### config.mk
export PLATFORM = sky130hd
export DESIGN_NAME = debug_uart_sched
export DESIGN_NICKNAME = d
export VERILOG_FILES = /design/src/rtl/debug_uart_sched.sv
export SDC_FILE = /design/constraint.sdc
export NUM_CORES = 1
export LEC_CHECK = 0
export BUFFER_PORTS_ARGS = -buffer_cell sky130_fd_sc_hd__buf_4
export CELL_PAD_IN_SITES_DETAIL_PLACEMENT = 0
export CELL_PAD_IN_SITES_GLOBAL_PLACEMENT = 2
export CORE_MARGIN = 2
export CORE_UTILIZATION = 43
export CTS_CLUSTER_SIZE = 8
export DETAILED_ROUTE_END_ITERATION = 8
export PLACE_DENSITY_LB_ADDON = 0.1
export SLEW_MARGIN = 20
export SYNTH_ARGS = -nofsm -noshare
export SYNTH_HDL_FRONTEND = slang
export SYNTH_SLANG_ARGS = --single-unit
### constraint.sdc
create_clock -name clk -period 4 [get_ports clk]
set_input_delay 0.8 -clock clk [delete_from_list [all_inputs] [get_ports clk]]
set_output_delay 0.8 -clock clk [all_outputs]
set_load 0.005 [all_outputs]
### src/rtl/debug_uart_sched.sv
// debug_uart_sched: transmit scheduler for the debug UART transmitter.
// Buffers CPU byte writes in a small FIFO and launches them on uart_tx,
// optionally sharing the transmitter round-robin with a hardware trace source.
// Optional feature macro: DEBUG_UART_SCHED_TRACE_EN (trace source arbitration).
module debug_uart_sched #(
    parameter int FIFO_DEPTH = 4,
    parameter int LVL_W      = 3
) (
    input  logic             clk,
    input  logic             rst,
    input  logic             cpu_wr_en,
    input  logic [7:0]       cpu_wr_data,
    output logic             cpu_full,
    output logic [LVL_W-1:0] cpu_level,
    output logic             overflow,
    input  logic             overflow_clr,
    input  logic             trace_req,
    input  logic [7:0]       trace_data,
    output logic             trace_ack,
    output logic             uart_tx_en,
    output logic [7:0]       uart_tx_data,
    input  logic             uart_tx_busy,
    output logic             idle
);
    localparam int PTR_W = (FIFO_DEPTH > 1) ? $clog2(FIFO_DEPTH) : 1;
    localparam logic [LVL_W-1:0] FULL_LVL = LVL_W'(FIFO_DEPTH);

    typedef enum logic [1:0] {IDLE, LAUNCH, WAIT_BUSY, WAIT_DONE} state_t;

    state_t           state, state_nxt;
    logic [7:0]       mem [FIFO_DEPTH];
    logic [PTR_W-1:0] wr_ptr, rd_ptr;
    logic [LVL_W-1:0] count;
    logic             guard, guard_nxt;
    logic             fifo_empty, pop, push, drop, grant_trace;
    logic [7:0]       load_data;

`ifdef DEBUG_UART_SCHED_TRACE_EN
    typedef enum logic {SRC_CPU, SRC_TRACE} src_t;
    src_t last_grant;

    assign load_data = grant_trace ? trace_data : mem[rd_ptr];

    // Remember the last granted source so a tie goes to the other one
    always_ff @(posedge clk or posedge rst) begin
        if (rst)              last_grant <= SRC_TRACE;
        else if (pop)         last_grant <= SRC_CPU;
        else if (grant_trace) last_grant <= SRC_TRACE;
    end
`else
    logic unused_trace;
    assign unused_trace = ^{trace_req, trace_data};
    assign load_data    = mem[rd_ptr];
`endif

    assign fifo_empty = (count == '0);
    assign cpu_full   = (count == FULL_LVL);
    assign cpu_level  = count;
    // A push into a full FIFO is still accepted when the head leaves this cycle
    assign push       = cpu_wr_en && (!cpu_full || pop);
    assign drop       = cpu_wr_en && cpu_full && !pop;
    assign trace_ack  = grant_trace;
    assign idle       = (state == IDLE) && fifo_empty;

    // FIFO storage; no reset needed, occupancy is tracked by count
    always_ff @(posedge clk) begin
        if (push) mem[wr_ptr] <= cpu_wr_data;
    end

    // FIFO pointers/count, sticky overflow and the transmit data register
    always_ff @(posedge clk or posedge rst) begin
        if (rst) begin
            wr_ptr       <= '0;
            rd_ptr       <= '0;
            count        <= '0;
            overflow     <= 1'b0;
            uart_tx_data <= '0;
        end else begin
            if (push) wr_ptr <= wr_ptr + 1'b1;
            if (pop)  rd_ptr <= rd_ptr + 1'b1;
            if (push && !pop)      count <= count + 1'b1;
            else if (pop && !push) count <= count - 1'b1;
            if (drop)              overflow <= 1'b1;
            else if (overflow_clr) overflow <= 1'b0;
            if (pop || grant_trace) uart_tx_data <= load_data;
        end
    end

    // FSM state register and start-timeout guard
    always_ff @(posedge clk or posedge rst) begin
        if (rst) begin
            state <= IDLE;
            guard <= 1'b0;
        end else begin
            state <= state_nxt;
            guard <= guard_nxt;
        end
    end

    // Arbitration, next-state and strobe decode
    always_comb begin
        state_nxt   = state;
        guard_nxt   = guard;
        pop         = 1'b0;
        grant_trace = 1'b0;
        uart_tx_en  = 1'b0;
        unique case (state)
            IDLE: begin
                if (!uart_tx_busy) begin
`ifdef DEBUG_UART_SCHED_TRACE_EN
                    if (!fifo_empty && (!trace_req || last_grant == SRC_TRACE)) pop = 1'b1;
                    else if (trace_req) grant_trace = 1'b1;
`else
                    pop = !fifo_empty;
`endif
                end
                if (pop || grant_trace) state_nxt = LAUNCH;
            end
            LAUNCH: begin
                uart_tx_en = 1'b1;
                guard_nxt  = 1'b0;
                state_nxt  = WAIT_BUSY;
            end
            WAIT_BUSY: begin
                // Two cycles without busy means the start was missed
                if (uart_tx_busy) state_nxt = WAIT_DONE;
                else if (guard)   state_nxt = IDLE;
                else              guard_nxt = 1'b1;
            end
            WAIT_DONE: begin
                if (!uart_tx_busy) state_nxt = IDLE;
            end
            default: state_nxt = IDLE;
        endcase
    end
endmodule
==> results.md <==
- YS warnings: 0
- Max-slew violations: 0
- Setup crit end kind: flop
- DP Wirelength: 2.28 mm
- Final core utilization: 52.4%
- CP Cell Sequence: buf_4, nor3_2, and2_4, inv_1, ha_1, inv_1, fa_1, mux2_2
- Root Driver: clkbuf_8
- Total leakage power: 1.01 nW
- Dominant cells by area after synthesis: edfxtp_1 (45%), dfrtp_1 (22%), mux4_1 (6.1%)
- CP Class: in -> reg
- Total negative slack: 0 ns
- Netlist Area Pre-Place: 2140 µm²
- Clock skew: 0.00838 ns
- IO Pins: 38
- # Max-Cap Violations: 0
- Core area: 4750 µm²
- Avg WL per Cell: 15.7 µm
- Synth top cells by count: edfxtp_1 (32), dfrtp_1 (19), inv_1 (9)
- Largest stage delay on the critical path: 0.41 ns
- Num CTS Buffers: 5
- CTS tree: done
- Bufs and invs on worst path: 3
- Post-route ant nets: 0
- CTS resizes: 0
- Die width: 74.5 µm
- Vias: 1029
- CP max stage cell: fa_1
- Post-Route WL: 3.36 mm
- Die Height: 74.5 µm
- Worst Path Max Fanout: 11
- Residual DRC count: 0
- Status: complete, no violations
- Asr flop ratio synth: 37.3%
- Cells after Synth: 116
- VDD IR-drop max: 0.000285 V
- Clock latency on the worst-skew pair: 0.30 ns
- H-tree levels: 2
- Layout Nets: 174
- Pwr Density: 725 nW/µm²
- Drt via density: 4.81
- Min cycle time layout: 2.35 ns
- Setup repair bufs after CTS: 0
- Syn-to-layout area delta: 16.5%
- Worst Tran Pin Value: 0.746 ns
- Final worst setup slack: 1.65 ns
- Distinct cell type count after synthesis: 29
- Synth Flop Type: edfxtp_1
- Initial antenna violation count: 0
- GRT overflow: 0
- First-pass GRT wire length: 5.49 mm
- Placement Rows: 25
- Post-synth top area cell: edfxtp_1
- Slew HR: 50.2%
- CP required: 4.19 ns
- Syn Nets: 144
- Avg Cell Area, Syn: 18.4 µm²
- Final hold slack: 0.519 ns
- Largest delay share family, worst path: adder cells
- Pre-CTS setup slack: 1.32 ns
- Total GRT Usage: 14.2%
- Largest net degree at the start of global routing: 20
- Port Buffer Count: 27
- HP Class: reg -> reg
- Synthesized flop and latch total: 51
- Final setup vio count: 0
- Final Hold Vio Count: 0
- Layout cells sized above 1: 35.4%
- Setup crit start kind: input port
- N_diodes: 0
- Clock Pin Slew Worst Setup and Hold Paths: 0.08 ns
- Post-route insts no fill: 214
- DRT iter0 DRCs: 30
- GP Congestion: 0.635
- Post-CTS Hold Fix Bufs: 0
- Most used cell, CP: inv_1
- Vias in the first global route: 1093
- Top cell type's share of synthesized area: 44.9%
- DRT Pass-1 Iters: 3
- Clock buffer depth: 2
- Clk sink count: 51
- Sequential-to-total area share from yosys stat: 67.1%
- Post-synth EDFFs: 32
- Count leader, synth: edfxtp_1
- Arrival time worst endpoint: 2.55 ns
- Die area: 5560 µm²
- Fmax: 0.425 GHz
- Crit share post-route: 58.9%
- Initial Util: 45.0%
- Placed instance count: 206
- Unrepaired setup endpoints after global routing: false
[final timing paths]
kind,cells after the start,end,slack (ns),startpoint
max,8,cpu_level[1]$_DFFE_PP0P_,1.65,uart_tx_busy
min,1,cpu_level[2]$_DFFE_PP0P_,0.52,cpu_level[2]$_DFFE_PP0P_
max reg2reg,7,cpu_level[1]$_DFFE_PP0P_,1.73,state[1]$_DFFE_PP0P_
min reg2reg,1,cpu_level[2]$_DFFE_PP0P_,0.52,cpu_level[2]$_DFFE_PP0P_
max in group asynchronous,2,wr_ptr[0]$_DFFE_PP0P_,2.90,rst
min in group asynchronous,2,uart_tx_data[2]$_DFFE_PP0N_,0.62,rst
[cells in the final DEF, fill, tap and decap left out, types with 2 or more instances in the layout]
master    Yosys  layout
edfxtp_1     32      32
buf_4         1      27
dfrtp_1      19      19
inv_1         9       9
mux2_4        8       8
mux4_1        5       5
ha_1          5       5
clkbuf_8      1       5
and2_1        4       4
xor2_1        3       3
nor2_1        3       3
xnor2_1       3       3
mux4_2        3       3
o21ai_0       3       3
mux2_2        2       2
[kinds of logic (layout without fill, tap and decap cells)]
| kind of cell | after synthesis | in the layout | share of synthesized area (%) |
|---|---|---|---|
| flip-flops | 51 | 51 | 67.1 |
| AO/OA/AOI/OAI | 6 | 6 | 2.22 |
| other | 1 | 1 | 0.175 |
| buffers and inverters | 13 | 44 | 3.63 |
| AND/OR/NAND/NOR | 15 | 15 | 4.56 |
| adder cells (fa/ha/maj) | 6 | 6 | 3.86 |
| multiplexers | 18 | 18 | 16.0 |
| XOR/XNOR | 6 | 6 | 2.46 |
[area by class of cell]
| cell class | instances | area (µm²) |
|---|---|---|
| Fill cell | 421 | 2260 |
| Clock buffer | 6 | 72.6 |
| Tap cell | 67 | 83.8 |
| Multi-Input combinational cell | 52 | 626 |
| Clock inverter | 2 | 37.5 |
| Timing Repair Buffer | 27 | 203 |
| Inverter | 9 | 33.8 |
| Sequential cell | 51 | 1440 |
[per-layer routing]
metal | wire length (µm) | up-vias | global-route usage (%) | part of all wire, %
li1 | - | 481 | - | -
met1 | 1410 | 517 | 17.3 | 42
met2 | 1760 | 25 | 24.0 | 52
met3 | 132 | 6 | 4.20 | 3.9
met4 | 55 | 0 | 5.36 | 1.6
met5 | 0 | - | 0 | 0
[flip-flops by register name, indices dropped and copies added (netlist names)]
name and flops:
state 2, wr_ptr 2, mem 32, guard 1, cpu_level 3, rd_ptr 2
uart_tx_data 8, overflow 1
[where the power goes]
part	switching, mW	internal [mW]
clock	0.161	0.187
combinational	0.221	0.365
sequential	0.138	0.735
[worst register-to-register path, cell delays in order, from the launching register on]
cell and delay, ns:
dfrtp_1 0.45, nor3_2 0.35, and2_4 0.34, inv_1 0.07
ha_1 0.20, inv_1 0.07, fa_1 0.41, mux2_2 0.27
[stage by stage]
| step | instance area [µm²] | power, mW |
|---|---|---|
| 2_1_floorplan | 2140 | 1.28 |
| 3_3_place_gp | 2380 | 1.46 |
| 3_5_place_dp | 2380 | 1.49 |
| 4_1_cts | 2490 | 1.84 |
| 5_1_grt | 2490 | 1.93 |
| 6_report | 2490 | 1.81 |
(Power assumes the default switching activity.)
